File: src/rtl/router_pkt_reader_pkg.sv
// Shared router definitions: header field layout, reader FSM states and defaults.
// Imported by the packet reader, its parity accumulator and the stream interface.
package router_pkt_reader_pkg;

  localparam int DATA_W      = 8;
  localparam int LEN_MSB     = 7;
  localparam int LEN_LSB     = 2;
  localparam int ADDR_W      = 2;
  localparam int LEN_W       = LEN_MSB - LEN_LSB + 1;
  localparam int LEFT_W      = LEN_W + 1;
  localparam int DEF_TIMEOUT = 30;

  typedef enum logic [1:0] {
    IDLE = 2'd0,
    HDR  = 2'd1,
    BODY = 2'd2,
    DONE = 2'd3
  } rd_state_e;

  function automatic logic [LEN_W-1:0] hdr_len(input logic [DATA_W-1:0] hdr);
    return hdr[LEN_MSB:LEN_LSB];
  endfunction

  function automatic logic [ADDR_W-1:0] hdr_addr(input logic [DATA_W-1:0] hdr);
    return hdr[ADDR_W-1:0];
  endfunction

endpackage

File: src/rtl/router_pkt_reader_if.sv
// FIFO read side plus payload push stream of one router output port.
// master = packet reader, slave = FIFO owner / port sink.
interface router_pkt_reader_if;
  import router_pkt_reader_pkg::*;

  logic              vld_out;
  logic [DATA_W-1:0] data_in;
  logic              read_enb;
  logic              sink_ready;
  logic              pkt_valid;
  logic [DATA_W-1:0] pkt_data;
  logic              pkt_sop;
  logic              pkt_eop;

  modport master (
    input  vld_out,
    input  data_in,
    input  sink_ready,
    output read_enb,
    output pkt_valid,
    output pkt_data,
    output pkt_sop,
    output pkt_eop
  );

  modport slave (
    output vld_out,
    output data_in,
    output sink_ready,
    input  read_enb,
    input  pkt_valid,
    input  pkt_data,
    input  pkt_sop,
    input  pkt_eop
  );

endinterface

File: src/rtl/router_pkt_parity.sv
// Running XOR accumulator shared by the router's receive checker and transmit generator.
// Priority: clr > load > acc_en. match compares din against the running value.
module router_pkt_parity
  import router_pkt_reader_pkg::*;
(
  input  logic              clock,
  input  logic              resetn,
  input  logic              clr,
  input  logic              load,
  input  logic              acc_en,
  input  logic [DATA_W-1:0] din,
  output logic              match
);

  logic [DATA_W-1:0] acc_q, acc_d;

  always_comb begin
    acc_d = acc_q;
    if (clr) begin
      acc_d = '0;
    end else if (load) begin
      acc_d = din;
    end else if (acc_en) begin
      acc_d = acc_q ^ din;
    end
  end

  always_ff @(posedge clock or negedge resetn) begin
    if (!resetn) begin
      acc_q <= '0;
    end else begin
      acc_q <= acc_d;
    end
  end

  assign match = (din == acc_q);

endmodule

File: src/rtl/router_pkt_reader.sv
// Destination-side packet reader: drains one router output FIFO, parses header /
// payload / parity, streams payload with SOP/EOP, and keeps packet/error counters.
//
// state | meaning
// IDLE  | waiting for a header byte; issues the header read
// HDR   | header on data_in: capture length/address, load parity
// BODY  | reading payload and the trailing parity byte, starvation watch
// DONE  | one-cycle pkt_done with flags valid; counters update
module router_pkt_reader
  import router_pkt_reader_pkg::*;
#(
  parameter logic [ADDR_W-1:0] MY_ADDR = 2'd0,
  parameter int                TIMEOUT = DEF_TIMEOUT,
  parameter int                CNT_W   = 16
) (
  input  logic                clock,
  input  logic                resetn,
  input  logic                soft_reset,
  router_pkt_reader_if.master bus,
  output logic                pkt_done,
  output logic                parity_err,
  output logic                addr_err,
  output logic                len_err,
  output logic                timeout_err,
  output logic [CNT_W-1:0]    pkt_cnt,
  output logic [7:0]          err_cnt
);

  localparam int              STV_W    = (TIMEOUT < 2) ? 1 : $clog2(TIMEOUT);
  localparam logic [STV_W-1:0] STV_LOAD = STV_W'(TIMEOUT - 1);

  rd_state_e          state_q, state_d;
  logic               rd_q, rd_d;
  logic [LEFT_W-1:0]  req_left_q, req_left_d;
  logic [LEFT_W-1:0]  rx_left_q, rx_left_d;
  logic [STV_W-1:0]   starve_q, starve_d;
  logic               first_q, first_d;
  logic               pkt_valid_q, pkt_valid_d;
  logic [DATA_W-1:0]  pkt_data_q, pkt_data_d;
  logic               pkt_sop_q, pkt_sop_d;
  logic               pkt_eop_q, pkt_eop_d;
  logic               pkt_done_q, pkt_done_d;
  logic               parity_err_q, parity_err_d;
  logic               addr_err_q, addr_err_d;
  logic               len_err_q, len_err_d;
  logic               timeout_err_q, timeout_err_d;
  logic [CNT_W-1:0]   pkt_cnt_q, pkt_cnt_d;
  logic [7:0]         err_cnt_q, err_cnt_d;

  logic               read_enb;
  logic               par_load;
  logic               par_acc;
  logic               par_match;
  logic [LEFT_W-1:0]  len_p1;
  logic               any_err;

  // Reads never run past the parity byte, so the next packet stays in the FIFO.
  always_comb begin
    read_enb = 1'b0;
    if (!soft_reset) begin
      case (state_q)
        IDLE:    read_enb = bus.vld_out & bus.sink_ready;
        BODY:    read_enb = bus.vld_out & bus.sink_ready & (req_left_q != '0);
        default: read_enb = 1'b0;
      endcase
    end
  end

  assign par_load = (state_q == HDR);
  assign par_acc  = (state_q == BODY) && rd_q && (rx_left_q > LEFT_W'(1));
  assign len_p1   = {1'b0, hdr_len(bus.data_in)} + LEFT_W'(1);
  assign any_err  = parity_err_q | addr_err_q | len_err_q | timeout_err_q;

  router_pkt_parity u_parity (
    .clock  (clock),
    .resetn (resetn),
    .clr    (soft_reset),
    .load   (par_load),
    .acc_en (par_acc),
    .din    (bus.data_in),
    .match  (par_match)
  );

  always_comb begin
    state_d       = state_q;
    rd_d          = read_enb;
    req_left_d    = req_left_q;
    rx_left_d     = rx_left_q;
    starve_d      = starve_q;
    first_d       = first_q;
    pkt_valid_d   = 1'b0;
    pkt_data_d    = pkt_data_q;
    pkt_sop_d     = 1'b0;
    pkt_eop_d     = 1'b0;
    pkt_done_d    = 1'b0;
    parity_err_d  = parity_err_q;
    addr_err_d    = addr_err_q;
    len_err_d     = len_err_q;
    timeout_err_d = timeout_err_q;
    pkt_cnt_d     = pkt_cnt_q;
    err_cnt_d     = err_cnt_q;

    case (state_q)
      IDLE: begin
        if (read_enb) begin
          state_d = HDR;
        end
      end

      HDR: begin
        req_left_d    = len_p1;
        rx_left_d     = len_p1;
        starve_d      = STV_LOAD;
        first_d       = 1'b1;
        len_err_d     = (hdr_len(bus.data_in) == '0);
        addr_err_d    = (hdr_addr(bus.data_in) != MY_ADDR);
        parity_err_d  = 1'b0;
        timeout_err_d = 1'b0;
        state_d       = BODY;
      end

      BODY: begin
        if (read_enb) begin
          req_left_d = req_left_q - LEFT_W'(1);
        end
        if (rd_q) begin
          rx_left_d = rx_left_q - LEFT_W'(1);
          starve_d  = STV_LOAD;
          if (rx_left_q > LEFT_W'(1)) begin
            pkt_valid_d = 1'b1;
            pkt_data_d  = bus.data_in;
            pkt_sop_d   = first_q;
            pkt_eop_d   = (rx_left_q == LEFT_W'(2));
            first_d     = 1'b0;
          end else begin
            parity_err_d = !par_match;
            pkt_done_d   = 1'b1;
            state_d      = DONE;
          end
        end else if (bus.vld_out) begin
          starve_d = STV_LOAD;
        end else if (starve_q <= STV_W'(1)) begin
          // The DONE cycle itself is the last starved cycle of the window.
          timeout_err_d = 1'b1;
          pkt_done_d    = 1'b1;
          state_d       = DONE;
        end else begin
          starve_d = starve_q - STV_W'(1);
        end
      end

      DONE: begin
        if (any_err) begin
          if (err_cnt_q != 8'hFF) begin
            err_cnt_d = err_cnt_q + 8'd1;
          end
        end else begin
          pkt_cnt_d = pkt_cnt_q + CNT_W'(1);
        end
        state_d = IDLE;
      end

      default: state_d = IDLE;
    endcase

    if (soft_reset) begin
      state_d       = IDLE;
      rd_d          = 1'b0;
      req_left_d    = '0;
      rx_left_d     = '0;
      starve_d      = STV_LOAD;
      first_d       = 1'b0;
      pkt_valid_d   = 1'b0;
      pkt_sop_d     = 1'b0;
      pkt_eop_d     = 1'b0;
      pkt_done_d    = 1'b0;
      parity_err_d  = 1'b0;
      addr_err_d    = 1'b0;
      len_err_d     = 1'b0;
      timeout_err_d = 1'b0;
      pkt_cnt_d     = pkt_cnt_q;
      err_cnt_d     = err_cnt_q;
    end
  end

  always_ff @(posedge clock or negedge resetn) begin
    if (!resetn) begin
      state_q       <= IDLE;
      rd_q          <= 1'b0;
      req_left_q    <= '0;
      rx_left_q     <= '0;
      starve_q      <= STV_LOAD;
      first_q       <= 1'b0;
      pkt_valid_q   <= 1'b0;
      pkt_data_q    <= '0;
      pkt_sop_q     <= 1'b0;
      pkt_eop_q     <= 1'b0;
      pkt_done_q    <= 1'b0;
      parity_err_q  <= 1'b0;
      addr_err_q    <= 1'b0;
      len_err_q     <= 1'b0;
      timeout_err_q <= 1'b0;
      pkt_cnt_q     <= '0;
      err_cnt_q     <= '0;
    end else begin
      state_q       <= state_d;
      rd_q          <= rd_d;
      req_left_q    <= req_left_d;
      rx_left_q     <= rx_left_d;
      starve_q      <= starve_d;
      first_q       <= first_d;
      pkt_valid_q   <= pkt_valid_d;
      pkt_data_q    <= pkt_data_d;
      pkt_sop_q     <= pkt_sop_d;
      pkt_eop_q     <= pkt_eop_d;
      pkt_done_q    <= pkt_done_d;
      parity_err_q  <= parity_err_d;
      addr_err_q    <= addr_err_d;
      len_err_q     <= len_err_d;
      timeout_err_q <= timeout_err_d;
      pkt_cnt_q     <= pkt_cnt_d;
      err_cnt_q     <= err_cnt_d;
    end
  end

  assign bus.read_enb  = read_enb;
  assign bus.pkt_valid = pkt_valid_q;
  assign bus.pkt_data  = pkt_data_q;
  assign bus.pkt_sop   = pkt_sop_q;
  assign bus.pkt_eop   = pkt_eop_q;
  assign pkt_done      = pkt_done_q;
  assign parity_err    = parity_err_q;
  assign addr_err      = addr_err_q;
  assign len_err       = len_err_q;
  assign timeout_err   = timeout_err_q;
  assign pkt_cnt       = pkt_cnt_q;
  assign err_cnt       = err_cnt_q;

endmodule
File: src/flat_wrapper.sv
// flat-port wrapper written by rule: the top's interface ports become plain ports
module router_pkt_reader_flat import router_pkt_reader_pkg::*;
#(
  parameter logic [ADDR_W-1:0] MY_ADDR = 2'd0,
  parameter int                TIMEOUT = DEF_TIMEOUT,
  parameter int                CNT_W   = 16
)
  (clock, resetn, soft_reset, pkt_done, parity_err, addr_err, len_err, timeout_err, pkt_cnt, err_cnt, bus_vld_out, bus_data_in, bus_sink_ready, bus_read_enb, bus_pkt_valid, bus_pkt_data, bus_pkt_sop, bus_pkt_eop);
  router_pkt_reader_if bus_i ();
  input  logic clock;
  input  logic resetn;
  input  logic soft_reset;
  output logic pkt_done;
  output logic parity_err;
  output logic addr_err;
  output logic len_err;
  output logic timeout_err;
  output logic [CNT_W-1:0] pkt_cnt;
  output logic [7:0] err_cnt;
  input wire logic [$bits(bus_i.vld_out)-1:0] bus_vld_out;
  input wire logic [$bits(bus_i.data_in)-1:0] bus_data_in;
  input wire logic [$bits(bus_i.sink_ready)-1:0] bus_sink_ready;
  output wire logic [$bits(bus_i.read_enb)-1:0] bus_read_enb;
  output wire logic [$bits(bus_i.pkt_valid)-1:0] bus_pkt_valid;
  output wire logic [$bits(bus_i.pkt_data)-1:0] bus_pkt_data;
  output wire logic [$bits(bus_i.pkt_sop)-1:0] bus_pkt_sop;
  output wire logic [$bits(bus_i.pkt_eop)-1:0] bus_pkt_eop;
  assign bus_i.vld_out = bus_vld_out;
  assign bus_i.data_in = bus_data_in;
  assign bus_i.sink_ready = bus_sink_ready;
  assign bus_read_enb = bus_i.read_enb;
  assign bus_pkt_valid = bus_i.pkt_valid;
  assign bus_pkt_data = bus_i.pkt_data;
  assign bus_pkt_sop = bus_i.pkt_sop;
  assign bus_pkt_eop = bus_i.pkt_eop;
  router_pkt_reader #(.MY_ADDR(MY_ADDR), .TIMEOUT(TIMEOUT), .CNT_W(CNT_W)) u_core (.clock(clock), .resetn(resetn), .soft_reset(soft_reset), .bus(bus_i), .pkt_done(pkt_done), .parity_err(parity_err), .addr_err(addr_err), .len_err(len_err), .timeout_err(timeout_err), .pkt_cnt(pkt_cnt), .err_cnt(err_cnt));
endmodule
File: config.mk
export PLATFORM = sky130hd
export DESIGN_NAME = router_pkt_reader_flat
export DESIGN_NICKNAME = d
export VERILOG_FILES = /design/src/rtl/router_pkt_reader_pkg.sv /design/src/rtl/router_pkt_reader_if.sv /design/src/rtl/router_pkt_parity.sv /design/src/rtl/router_pkt_reader.sv /design/src/flat_wrapper.sv
export SDC_FILE = /design/constraint.sdc
export NUM_CORES = 1
export LEC_CHECK = 0
export ABC_AREA = 0
export CAP_MARGIN = 15
export CORE_AREA = 2 2 85 87
export CTS_CLUSTER_SIZE = 30
export DETAILED_ROUTE_END_ITERATION = 8
export DIE_AREA = 0 0 87 89
export PLACE_DENSITY = 0.95
export SYNTH_ARGS = -nofsm -noshare
export SYNTH_HDL_FRONTEND = slang
export SYNTH_SLANG_ARGS = --single-unit
File: constraint.sdc
create_clock -name clock -period 5.5 [get_ports clock]
set_clock_uncertainty 0.15 [all_clocks]
set_input_delay 0.825 -clock clock [delete_from_list [all_inputs] [get_ports clock]]
set_output_delay 0.825 -clock clock [all_outputs]
set_load 0.05 [all_outputs]
## Word-level counts from Yosys, hierarchy flattened

Index checks and enable logic that the tools add are counted.

- Bits in registers: 71
- Latch bits: 0
- Bits in writable memories: 0
- Memory bits (read-only): 0
- Bits of input ports: 13
- Output and inout bits: 41
- Logic and storage cells: 131
- Memories: 0

- $add $sub $neg: 6
- $mul: 0
- Div/mod/pow operators: 0
- Order comparisons: 2
- Eq/ne operators: 18
- Shifts and indexed selects: 0
- Muxes and demuxes: 59
- Bitwise operators: 8
- Reductions and logical operators: 20

Operators with widths:

| kind | number |
|---|---|
| two-way mux 1 bit | 34 |
| two-way mux 7 bit | 4 |
| one-hot mux 7 bit (2 select lines) | 2 |
| two-way mux 8 bit | 3 |
| inequality test 3 bit (second input constant) | 7 |
| two-way mux 5 bit | 4 |
| adder 16 x 1 -> 16 bit (second input constant) | 1 |
| subtractor 7 x 1 -> 7 bit (second input constant) | 2 |
| two-way mux 2 bit | 6 |
| AND reduction 3 bit | 4 |
| AND reduction 4 bit | 3 |
| one-hot mux 5 bit (2 select lines) | 1 |
| adder 8 x 1 -> 8 bit (second input constant) | 1 |
| == test 8 bit | 1 |
| inequality test 4 x 3 -> 1 bit (second input constant) | 2 |
| inequality test 8 bit (second input constant) | 1 |
| one-hot mux 1 bit (2 select lines) | 4 |
| one-hot mux 2 bit (4 select lines) | 1 |
| XOR 8 bit | 1 |
| adder 6 x 1 -> 7 bit (second input constant) | 1 |
| == test 7 x 2 -> 1 bit (second input constant) | 1 |
| > comparator 7 x 1 -> 1 bit (second input constant) | 1 |
| nonzero test 7 bit | 1 |
| logical NOT 6 bit | 1 |
| 16 further kinds | 26 |

## Logic depth before layout (Yosys ltp)

Gate-level depths: netlist (run 1).

- Depth after elaboration: 7
- Mapped depth: 9
- Mapped depth without buffers: 6

## Cells and area by module

A second synthesis (run 1) with hierarchy kept.

- Cell total of the unflattened synthesis: 401
- Area, all modules: 3,892.5 um^2

By module, submodules not included:

| module | times used | cells each | area each (um^2) | sequential area each (um^2) |
|---|---|---|---|---|
| router_pkt_reader | 1 | 339 | 3,364.5 | 1,581.5 |
| router_pkt_parity | 1 | 62 | 528.0 | 200.2 |

## Least setup slack after synthesis (run 1)

Ideal clock, no wire load.

- Path type: flip-flop to output port
- Start: register u_core.state_q[0]
- End: output port bus_read_enb
- Arrival: 2,727 ps
- Required time: 4,525 ps
- Path slack: 1,798 ps
- Cell stages (with the launch flop): 8
- Path buffers: 3
- Cell sequence: dfrtp_1 inv_1 ha_1 clkbuf_1 buf_1 clkbuf_1 a21oi_1 nor3_1

- Word-level cells in the longest chain between the ends: 3
- Elaborated cells on any way between the ends: 4
- Classes of those cells: 1 x eq/ne; 2 x mux; 1 x reduce/logical

Ends and longest elaborated chain:

| what | RTL line | text |
|---|---|---|
| from (decl) | router_pkt_reader.sv:32 | `rd_state_e state_q, state_d;` |
| from (signal assigned) | router_pkt_reader.sv:206 | `state_q <= state_d;` |
| == test 2 bit or logical NOT 2 bit (tied branches) | router_pkt_reader.sv:61 | `case (state_q)` |
| one-hot mux 1 bit (2 select lines) (*) | router_pkt_reader.sv:61 |  |
| two-way mux 1 bit (*) | router_pkt_reader.sv:60 | `if (!soft_reset) begin` |
| to (decl) | flat_wrapper.sv:23 | `output wire logic [$bits(bus_i.read_enb)-1:0] bus_read_enb;` |

Every way passes the cells marked *; elsewhere a longest branch is shown, timed or not.

## Final worst setup path (run 1)

- Start: input port soft_reset
- End: output port bus_read_enb

- Word-level cells in the longest chain between the ends: 1

Ends and longest elaborated chain:

| what | RTL line | text |
|---|---|---|
| from (decl) | flat_wrapper.sv:12 | `input logic soft_reset;` |
| two-way mux 1 bit | router_pkt_reader.sv:60 |  |

Every way passes these cells.

==> summary.log, run 1 <==
[timing] count of endpoints failing hold in the final timing report 0
[floorplanning] Horiz. Die Dim 87 um
[placed_design] placed wire-length estimate 6590 um
[routing] Total Routed Length 9699 um
[finish] count of non-filler cells in the finished layout 554
[floorplanning] Die Outline Area 7743 um^2
[timing] maximum operating frequency 0.2795 GHz
[critical_path] startpoint type of the worst setup path primary input
[clock_network] Setup Buffers After CTS 0
[critical_path] cell repeated most along the worst path clkdlybuf4s50_1
[yosys] mean area per synthesized cell 9.481 um^2
[timing] unrepaired setup endpoints after global routing false
[power_and_ir_drop] leakage dissipation 2.061 nW
[critical_path] Worst Setup End Kind output port
[timing] slew at the pin with the worst max-slew slack 0.8148 ns
[yosys] post-synthesis cell type with the largest combined area dfrtp_1
[global_route] GRT Total Usage 26.30%
[yosys] number of distinct library cell variants in the gate-level netlist after synthesis 58
[yosys] number of synthesized register bits 71
[routing] Via Count 3521
[floorplanning] starting utilization of the core area 59.40%
[timing] worst rel slew slack 45.68%
[floorplanning] area of the core region 6719 um^2
[routing] number of violations reported at the end of detailed-routing iteration 0 274
[power_and_ir_drop] total power divided by cell area 446.1 nW/um^2
[critical_path] worst reg-to-reg setup slack 2.83 ns
[critical_path] critical path required time 4.53 ns
[clock_network] post_cts resized 0
[routing] vias per inst 6.356
[placed_design] count of port buffers added during placement 53
[floorplanning] num ports 54
[finish] layout cell share with drive strength beyond 1 6.540%
[clock_network] clock tree sinks 71
[clock_network] # H-tree levels 3
[yosys] share of flip-flops with an asynchronous set or reset after synthesis 100.0%
[critical_path] cell type of the slowest stage on the worst timing path clkdlybuf4s50_1
[timing] minimum clock period after layout 3.578 ns
[global_route] wire length of the first global-routing pass 15900 um
[clock_network] clock latency on the worst-skew pair 0.35 ns
[timing] final count of pins violating max slew 0
[critical_path] category of cells accounting for the largest share of critical-path delay buffers and inverters
[finish] Final #Nets 498
[min_path] min-delay worst type primary input to async pin
[routing] router iterations before antenna repair 5
[global_route] maximum number of pins on one net before global-route repair 52
[yosys] cell with the most instances after synthesis dfrtp_1
[critical_path] worst setup path startpoint soft_reset
[critical_path] start of the worst register-to-register path u_core.state_q[1]
[yosys] count of synthesis-stage warnings from yosys 0
[timing] final hold slack 0.2809 ns
[yosys] share of the synthesized area in the top cell type 42.01%
[placed_design] total instance count after detailed placement 538
[critical_path] Worst path max stage delay 0.85 ns
[finish] number of diodes added for antenna fixing 0
[routing] routed wire length per instance 17.51 um
[floorplanning] number of standard-cell rows in the floorplan 30
[global_route] global route total overflow 0
[critical_path] timing endpoint of the critical path bus_read_enb
[yosys] post-synth net total 450
[routing] remaining antenna violation count 0
[critical_path] arrival time reported for the critical path endpoint 2.60 ns
[critical_path] WP buf/inv 3
[placed_design] Final Wtd Congestion 0.8794
[critical_path] Crit Reg-Reg Endpoint u_core.rx_left_q[5]
[clock_network] Root Driver clkbuf_8
[flow_run] number of max-capacitance violations reported 0
[critical_path] Levels on crit path 4
[critical_path] critical path peak fanout 31
[yosys] post-synth design cell area 3991 um^2
[clock_network] CTS hold repair buffers 0
[clock_network] clock tree buffer depth 2
[clock_network] total clock buffers created by CTS 9
[status] status completed
[critical_path] r2r worst-path depth 6
[routing] remaining routing DRC violations 0
[yosys] portion of the post-synthesis area used by sequential elements 44.64%
[yosys] dominant cells by area after synthesis dfrtp_1, ha_1, xnor2_1, nand2_1, xor2_1
[finish] area growth from synthesis to final layout 20.47%
[critical_path] Critical Path, Cell by Cell clkdlybuf4s50_1 -> buf_4 -> nor3_1 -> clkdlybuf4s50_1
[timing] Final Cycle Share 65.06%
[clock_network] TritonCTS clock tree done
[power_and_ir_drop] peak supply drop 0.0002840 V
[critical_path] Crit Path Category primary input to output port
[timing] setup-violating endpoint count in the final report 0
[yosys] number of enable-type register cells in the synthesized netlist 0
[clock_network] clock transition time at the flip-flop clock pins of the worst setup and hold paths 0.08 ns
[yosys] gate count of the mapped netlist 421
[timing] post-route setup TNS 0 ns
[yosys] Top FF cell, synth dfrtp_1
[global_route] via count of the first global-routing pass 3289
[yosys] leading cell types by count after synthesis dfrtp_1, nand2_1, nor2_1
[global_route] number of antenna violations at the first check in global routing 0
[floorplanning] Die Y-Extent 89 um
[sequential cells by signal, summed over array words and instances (netlist names), 2 cells and up]
signal                 flops
u_core.bus.pkt_data        8
u_core.err_cnt             8
u_core.pkt_cnt            16
u_core.req_left_q          7
u_core.rx_left_q           7
u_core.starve_q            5
u_core.state_q             2
u_core.u_parity.acc_q      8
[through the flow]
step	worst slack (ns)	util [%]	area (um^2)	power [mW]
finish	1.922	71.56	4808	2.145
global route	1.813	71.56	4808	2.257
floorplan	1.798	-	3991	1.352
CTS	1.921	71.56	4808	2.138
detailed placement	1.928	67.86	4559	1.605
global placement	1.944	67.86	4559	1.570
[layout by cell type (no fill, tap or decap), drive strengths merged, types with 15 or more instances in the layout]
cell type	n
o21ai	21
ha	16
clkdlybuf4s50	52
a21oi	15
xnor2	20
dfrtp	67
nor3	16
nand3	18
nand2	39
inv	22
nor2	29
[power breakdown]
group          switching [mW]  total [mW]  internal [mW]
sequential              0.119       0.753          0.635
combinational           0.552       0.868          0.316
clock                   0.216       0.524          0.308
[kinds of logic (layout without fill, tap and decap cells)]
group,count (synthesis),count (layout),synth area share [%]
and+or+nand+nor,167,167,22.10
AOI/OAI and AO/OA,93,93,16.40
DFF,71,71,44.64
buffers and inverters,38,91,3.793
xor gates and xnor gates,33,33,7.241
adders and majority gates,16,16,5.016
muxes,3,3,0.8150
[worst min-delay path by stage]
stage	startpoint	end	slack, ns	depth (start not counted)
after detailed placement	u_core.bus.pkt_data[0]	u_core.bus.pkt_data[0]	0.31	2
after global routing	resetn	u_core.pkt_cnt[7]	0.32	1
final	resetn	u_core.pkt_cnt[9]	0.28	1
after global placement	u_core.pkt_cnt[15]	u_core.pkt_cnt[15]	0.31	1
after floorplan	u_core.first_q	u_core.bus.pkt_sop	0.30	1
after CTS	resetn	u_core.rx_left_q[3]	0.28	1
[layer usage]
| layer | part of all wire, % | global-route usage [%] | up-vias |
|---|---|---|---|
| met5 | 0 | 0 | - |
| met4 | 3.2 | 13.78 | 0 |
| met3 | 5.1 | 3.139 | 27 |
| met2 | 50 | 43.93 | 152 |
| met1 | 41 | 33.79 | 1731 |
| li1 | - | - | 1611 |
[layout make-up]
cell class	count	area [um^2]
Clock buffer	9	123.9
Multi-Input combinational cell	312	2058
Timing Repair Buffer	56	548.0
Inverter	19	71.32
Sequential cell	71	1782
Tap cell	80	100.1
Clock inverter	7	125.1
Fill cell	469	1911
(Power assumes the default switching activity.)
==> inputs of run 2 (changes only) <==
--- a/config.mk
+++ b/config.mk
@@ -7,11 +7,11 @@
 export LEC_CHECK = 0
 export ABC_AREA = 0
 export CAP_MARGIN = 15
-export CORE_AREA = 2 2 85 87
+export CORE_AREA = 2 2 89 91
 export CTS_CLUSTER_SIZE = 30
 export DETAILED_ROUTE_END_ITERATION = 8
-export DIE_AREA = 0 0 87 89
-export PLACE_DENSITY = 0.95
+export DIE_AREA = 0 0 91 93
+export PLACE_DENSITY = 0.89
 export SYNTH_ARGS = -nofsm -noshare
 export SYNTH_HDL_FRONTEND = slang
 export SYNTH_SLANG_ARGS = --single-unit
==> constraint.sdc (replaced) <==
create_clock -name clock -period 3.7 [get_ports clock]
set_clock_uncertainty 0.15 [all_clocks]
set_input_delay 0.555 -clock clock [delete_from_list [all_inputs] [get_ports clock]]
set_output_delay 0.555 -clock clock [all_outputs]
set_load 0.05 [all_outputs]
==> run 2 against run 1 <==
Compared with the run above:
- total power rose by 43%
- worst setup slack got worse by 0.97 ns
- critical path type unchanged
- wire length fell by 0.38%
- global-route usage fell by 2.8 points
- die area rose by 9.3%
- critical path depth did not move
- sequential cell count did not move
- sequential power rose by 49%
- largest cell class unchanged
- worst hold slack got worse by 0.12 ns
- count of clock-buffer cells in the layout rose by 3
- non-clock buffer count rose by 1
- core utilization fell by 7.6 points
==> summary.log, run 2 (synthesized netlist as in run 1, its figures left out) <==
[clock_network] # H-tree levels 3 [unchanged]
[power_and_ir_drop] peak supply drop 0.0003401 V [was 0.0002840 V]
[critical_path] cell repeated most along the worst path buf_4 [was clkdlybuf4s50_1]
[routing] remaining routing DRC violations 0 [unchanged]
[clock_network] clock latency on the worst-skew pair 0.35 ns [about the same]
[clock_network] TritonCTS clock tree done [unchanged]
[global_route] via count of the first global-routing pass 3360 [was 3289]
[global_route] global-route track usage on met2 41.60% [was 43.93%]
[routing] routed wire length per instance 16.75 um [was 17.51 um]
[critical_path] Critical Path, Cell by Cell clkdlybuf4s50_1 -> buf_4 -> nor3_1 -> buf_4 [was clkdlybuf4s50_1 -> buf_4 -> nor3_1 -> clkdlybuf4s50_1]
[timing] unrepaired setup endpoints after global routing false [unchanged]
[critical_path] WP buf/inv 3 [unchanged]
[placed_design] placed wire-length estimate 6768 um [was 6590 um]
[finish] number of diodes added for antenna fixing 0 [unchanged]
[power_and_ir_drop] total power divided by cell area 635.5 nW/um^2 [was 446.1 nW/um^2]
[global_route] number of antenna violations at the first check in global routing 0 [unchanged]
[power_and_ir_drop] leakage dissipation 2.046 nW [was 2.061 nW]
[routing] number of violations reported at the end of detailed-routing iteration 0 230 [was 274]
[floorplanning] number of standard-cell rows in the floorplan 32 [was 30]
[clock_network] clock tree sinks 71 [unchanged]
[timing] minimum clock period after layout 2.748 ns
[routing] remaining antenna violation count 0 [unchanged]
[global_route] met1 track demand over resource in global routing 28.41% [was 33.79%]
[global_route] GRT Total Usage 23.55% [was 26.30%]
[status] status completed [unchanged]
[timing] setup-violating endpoint count in the final report 0 [unchanged]
[global_route] grt peak-use layer met2 [unchanged]
[finish] area growth from synthesis to final layout 20.60% [was 20.47%]
[placed_design] count of port buffers added during placement 53 [unchanged]
[finish] fillers 607 [was 469]
[critical_path] startpoint type of the worst setup path primary input [unchanged]
[critical_path] Worst path max stage delay 0.64 ns [was 0.85 ns]
[critical_path] critical path peak fanout 20 [was 31]
[floorplanning] num ports 54 [unchanged]
[clock_network] clock transition time at the flip-flop clock pins of the worst setup and hold paths 0.08 ns [about the same]
[timing] slew at the pin with the worst max-slew slack 0.8642 ns [was 0.8148 ns]
[timing] post-route setup TNS 0 ns [unchanged]
[timing] maximum operating frequency 0.3639 GHz
[routing] vias per inst 6.033 [was 6.356]
[routing] Via Count 3481 [was 3521]
[finish] layout cell share with drive strength beyond 1 6.737% [was 6.540%]
[clock_network] CTS hold repair buffers 0 [unchanged]
[global_route] wire length of the first global-routing pass 15840 um [was 15900 um]
[clock_network] total clock buffers created by CTS 9 [unchanged]
[placed_design] Final Wtd Congestion 0.9273 [was 0.8794]
[finish] commonest non-fill, non-tap cells in the layout dfrtp_1, clkdlybuf4s50_1, nand2_1, nor2_1, o21ai_0 [unchanged]
[floorplanning] Horiz. Die Dim 91 um [was 87 um]
[critical_path] arrival time reported for the critical path endpoint 2.04 ns [was 2.60 ns]
[clock_network] Setup Buffers After CTS 0 [unchanged]
[clock_network] Root Driver clkbuf_8 [unchanged]
[timing] final count of pins violating max slew 0 [unchanged]
[routing] Total Routed Length 9662 um [was 9699 um]
[global_route] global route total overflow 0 [unchanged]
[finish] Largest register FFs 16 [unchanged]
[critical_path] category of cells accounting for the largest share of critical-path delay buffers and inverters [unchanged]
[timing] worst rel slew slack 41.95% [was 45.68%]
[clock_network] post_cts resized 0 [unchanged]
[routing] router iterations before antenna repair 5 [unchanged]
[critical_path] cell type of the slowest stage on the worst timing path clkdlybuf4s50_1 [unchanged]
[flow_run] number of max-capacitance violations reported 0 [unchanged]
[floorplanning] Die Outline Area 8463 um^2 [was 7743 um^2]
[finish] Final #Nets 499 [was 498]
[clock_network] clock tree buffer depth 2 [unchanged]
[finish] most common cell after layout, fill and taps aside dfrtp_1 [unchanged]
[finish] final cell utilization of the core 63.95% [was 71.56%]
[finish] multi-input logic area 2058 um^2 [unchanged]
[global_route] met3 track demand over resource in global routing 4.190% [was 3.139%]
[critical_path] Crit Path Category primary input to output port [unchanged]
[finish] FF/Latch Area 1782 um^2 [unchanged]
[floorplanning] starting utilization of the core area 53.03% [was 59.40%]
[global_route] maximum number of pins on one net before global-route repair 38 [was 52]
[critical_path] critical path required time 2.99 ns [was 4.53 ns]
[floorplanning] area of the core region 7527 um^2 [was 6719 um^2]
[critical_path] Worst Setup End Kind output port [unchanged]
[timing] count of endpoints failing hold in the final timing report 0 [unchanged]
[floorplanning] Die Y-Extent 93 um [was 89 um]
[timing] Final Cycle Share 74.28%
[min_path] min-delay worst type primary input to async pin [unchanged]
[run 2: final cells by class]
| class | count | share of cell area, % |
|---|---|---|
| multi-input combinational | 312 | 42.76 |
| sequential | 71 | 37.02 |
| timing repair buffer | 57 | 11.75 |
| clock buffer | 12 | 3.223 |
| tap | 102 | 2.651 |
| inverter | 19 | 1.482 |
| clock inverter | 4 | 1.118 |
[run 2: path summary, 6_finish.rpt]
path,from,endpoint,slack (ns),cells past startpoint
min in group clock,u_core.bus.pkt_data[0],u_core.bus.pkt_data[0],0.33,2
min reg2reg,u_core.bus.pkt_data[0],u_core.bus.pkt_data[0],0.33,2
max reg2reg,u_core.state_q[1],u_core.rx_left_q[0],0.96,6
max in group asynchronous,resetn,u_core.state_q[0],2.56,2
min,resetn,u_core.pkt_cnt[10],0.16,1
max,soft_reset,bus_read_enb,0.95,4
[run 2: layer usage]
layer | share of wire [%] | vias to the layer above
li1 | - | 1618
met1 | 41 | 1672
met2 | 50 | 161
met3 | 5.9 | 30
met4 | 2.5 | 0
met5 | 0 | -
[run 2: where the power goes]
| part | switching, mW | internal, mW | leakage [nW] |
|---|---|---|---|
| Combinational | 0.815 | 0.472 | 1.03 |
| Sequential | 0.179 | 0.944 | 0.916 |
| Clock | 0.298 | 0.351 | 0.0992 |
[run 2: through the flow]
stage | hold WS (ns) | power, mW | cell area (um^2) | std cells | setup WS, ns
2_1_floorplan | 0.1094 | 2.010 | 3991 | 421 | 0.2676
3_3_place_gp | 0.3119 | 2.325 | 4604 | 561 | 0.9293
3_5_place_dp | 0.3130 | 2.389 | 4604 | 561 | 0.8324
4_1_cts | 0.1768 | 3.041 | 4813 | 577 | 0.9164
5_1_grt | 0.2131 | 3.227 | 4813 | 577 | 0.8362
6_report | 0.1578 | 3.059 | 4813 | 577 | 0.9516
[run 2: worst reg2reg max path, stage by stage (launching register included)]
cell and delay [ns]:
dfrtp_1 0.41, inv_1 0.14, ha_1 0.75, nor2b_1 0.47
nor3_1 0.25, o21ai_0 0.31, o41ai_1 0.13
==> inputs of run 3 (changes only) <==
==> constraint.sdc (replaced) <==
create_clock -name clock -period 2.9 [get_ports clock]
set_clock_uncertainty 0.15 [all_clocks]
set_input_delay 0.435 -clock clock [delete_from_list [all_inputs] [get_ports clock]]
set_output_delay 0.435 -clock clock [all_outputs]
set_load 0.05 [all_outputs]
==> run 3 against run 2 <==
Compared with the run above:
- critical path depth rose by 3
- global-route usage rose by 0.063 points
- die area unchanged
- count of clock-buffer cells in the layout shrank 1
- non-clock buffer count rose by 8
- worst setup slack got worse by 0.54 ns
- critical path type is now register to register
- critical endpoint is now u_core.rx_left_q[2]
==> summary.log, run 3 (synthesized netlist as in run 1, its figures left out) <==
[status] status completed [unchanged]
[global_route] grt peak-use layer met2 [unchanged]
[floorplanning] Die Y-Extent 93 um [unchanged]
[finish] area growth from synthesis to final layout 22.95% [was 20.60%]
[timing] slew at the pin with the worst max-slew slack 0.6468 ns [was 0.8642 ns]
[timing] crit path setup slack, layout 0.4090 ns [was 0.9516 ns]
[floorplanning] starting utilization of the core area 53.03% [unchanged]
[critical_path] category of cells accounting for the largest share of critical-path delay simple AND/OR/NAND/NOR gates [was buffers and inverters]
[routing] remaining antenna violation count 0 [unchanged]
[clock_network] clock latency on the worst-skew pair 0.35 ns [about the same]
[timing] minimum clock period after layout 2.491 ns
[power_and_ir_drop] peak supply drop 0.0004471 V [was 0.0003401 V]
[timing] count of endpoints failing hold in the final timing report 0 [unchanged]
[finish] fillers 608 [was 607]
[critical_path] Crit Path Category register to register [was primary input to output port]
[global_route] maximum number of pins on one net before global-route repair 72 [was 38]
[clock_network] total clock buffers created by CTS 9 [unchanged]
[timing] final count of pins violating max slew 0 [unchanged]
[critical_path] Critical Path, Cell by Cell inv_1 -> ha_1 -> nor2b_1 -> nor3_1 -> buf_4 -> o21ai_0 -> o31ai_1 [was clkdlybuf4s50_1 -> buf_4 -> nor3_1 -> buf_4]
[timing] unrepaired setup endpoints after global routing false [unchanged]
[finish] number of diodes added for antenna fixing 0 [unchanged]
[finish] Final #Nets 507 [was 499]
[global_route] global route total overflow 0 [unchanged]
[routing] Total Routed Length 9465 um [was 9662 um]
[global_route] wire length of the first global-routing pass 16330 um [was 15840 um]
[finish] most common cell after layout, fill and taps aside dfrtp_1 [unchanged]
[finish] layout cell share with drive strength beyond 1 8.282% [was 6.737%]
[routing] routed wire length per instance 16.18 um [was 16.75 um]
[critical_path] cell type of the slowest stage on the worst timing path ha_1 [was clkdlybuf4s50_1]
[timing] Final Cycle Share 85.90%
[min_path] min-delay worst type register to register [was primary input to async pin]
[min_path] hold-critical path endpoint u_core.bus.pkt_data[0]
[routing] remaining routing DRC violations 0 [unchanged]
[critical_path] Worst path max stage delay 0.51 ns [was 0.64 ns]
[timing] setup-violating endpoint count in the final report 0 [unchanged]
[clock_network] clock tree buffer depth 2 [unchanged]
[critical_path] start of the worst register-to-register path u_core.state_q[1] [unchanged]
[flow_run] number of max-capacitance violations reported 0 [unchanged]
[global_route] met3 track demand over resource in global routing 5.077% [was 4.190%]
[power_and_ir_drop] leakage dissipation 2.100 nW [was 2.046 nW]
[routing] router iterations before antenna repair 7 [was 5]
[placed_design] Final Wtd Congestion 0.9087 [was 0.9273]
[min_path] number of stages on the worst hold path 2
[power_and_ir_drop] Pwr Total 4.006 mW [was 3.059 mW]
[floorplanning] Horiz. Die Dim 91 um [unchanged]
[timing] maximum operating frequency 0.4014 GHz
[critical_path] critical path peak fanout 14 [was 20]
[clock_network] # H-tree levels 3 [unchanged]
[global_route] number of antenna violations at the first check in global routing 0 [unchanged]
[critical_path] r2r worst-path depth 7 [was 6]
[routing] number of violations reported at the end of detailed-routing iteration 0 230 [unchanged]
[finish] commonest non-fill, non-tap cells in the layout dfrtp_1, clkdlybuf4s50_1, nand2_1, nor2_1, o21ai_0 [unchanged]
[critical_path] Worst Setup End Kind register [was output port]
[clock_network] clock transition time at the flip-flop clock pins of the worst setup and hold paths 0.08 ns [about the same]
[global_route] met1 track demand over resource in global routing 29.32% [was 28.41%]
[critical_path] WP buf/inv 2 [was 3]
[finish] Largest register FFs 16 [unchanged]
[critical_path] Crit Reg-Reg Endpoint u_core.rx_left_q[2] [was u_core.rx_left_q[0]]
[finish] FF/Latch Area 1782 um^2 [unchanged]
[clock_network] clock tree sinks 71 [unchanged]
[placed_design] count of port buffers added during placement 53 [unchanged]
[global_route] via count of the first global-routing pass 3485 [was 3360]
[floorplanning] area of the core region 7527 um^2 [unchanged]
[clock_network] Root Driver clkbuf_8 [unchanged]
[critical_path] critical path required time 2.98 ns [was 2.99 ns]
[floorplanning] number of standard-cell rows in the floorplan 32 [unchanged]
[timing] post-route setup TNS 0 ns [unchanged]
[critical_path] arrival time reported for the critical path endpoint 2.57 ns [was 2.04 ns]
[critical_path] worst reg-to-reg setup slack 0.41 ns [was 0.96 ns]
[global_route] global-route track usage on met2 40.99% [was 41.60%]
[routing] vias per inst 5.932 [was 6.033]
[clock_network] TritonCTS clock tree done [unchanged]
[floorplanning] Die Outline Area 8463 um^2 [unchanged]
[timing] final hold slack 0.3307 ns [was 0.1578 ns]
[min_path] startpoint of the lowest-slack hold path u_core.bus.pkt_data[0]
[placed_design] placed wire-length estimate 6670 um [was 6768 um]
[floorplanning] num ports 54 [unchanged]
[critical_path] startpoint type of the worst setup path register [was primary input]
[power_and_ir_drop] total power divided by cell area 816.3 nW/um^2 [was 635.5 nW/um^2]
[placed_design] setup slack at placement 0.5076 ns [was 0.8324 ns]
[finish] multi-input logic area 2063 um^2 [was 2058 um^2]
[routing] Via Count 3470 [was 3481]
[timing] worst rel slew slack 56.52% [was 41.95%]
[global_route] GRT Total Usage 23.61% [was 23.55%]
run 3: changes by cell type in the layout (fill, tap and decap cells not counted), sizes merged:
| cell | delta |
|---|---|
| buf | +7 |
| bufinv | +1 |
| clkbuf | -1 |
| clkinv | +2 |
| clkinvlp | -1 |
| dlygate4sd3 | +1 |
| inv | -1 |
run 3: metal layers:
metal,vias up,share of wire [%]
li1,1635,-
met1,1694,42
met2,124,51
met3,17,5.9
met4,0,1.4
met5,-,0
run 3: tightest hold or removal path: stages, from the launching register on:
cell and delay [ns]:
dfrtp_1 0.35, nand2_1 0.05, nand2_1 0.05
run 3: area by class of cell:
| class | instances | area share [%] |
|---|---|---|
| Clock inverter | 5 | 1.657 |
| Timing Repair Buffer | 65 | 13.05 |
| Clock buffer | 11 | 2.881 |
| Tap cell | 102 | 2.601 |
| Sequential cell | 71 | 36.31 |
| Multi-Input combinational cell | 312 | 42.04 |
| Inverter | 19 | 1.453 |
run 3: report_power, final:
part / leakage [nW] / internal, mW / switching, mW
clock: 0.110 / 0.508 / 0.383
combinational: 1.07 / 0.641 / 1.04
sequential: 0.916 / 1.20 / 0.228
total: 2.10 / 2.35 / 1.65
run 3: worst max-delay path by stage:
stage	from	endpoint	slack (ns)	cells after the start
floorplan	u_core.state_q[0]	bus_read_enb	0.02	7
global route	u_core.state_q[1]	u_core.rx_left_q[2]	0.29	7
finish	u_core.state_q[1]	u_core.rx_left_q[2]	0.41	7
CTS	u_core.state_q[0]	bus_read_enb	0.47	5
global placement	soft_reset	u_core.req_left_q[4]	0.55	7
detailed placement	u_core.state_q[1]	u_core.rx_left_q[2]	0.51	7
run 3: what timing repair did:
item | in CTS | in global routing
endpoints found under the hold margin | 67 | 0
gates resized for setup | 0 | 0
hold buffers | 1 | 0
buffers inserted | 0 | 0
run 3: per-stage QoR:
step                util, %  instance area [um^2]  instances
floorplan                 -                  3996        421
global placement      62.10                  4674        568
detailed placement    62.10                  4674        568
CTS                   65.19                  4907        585
global route          65.19                  4907        585
finish                65.19                  4907        585
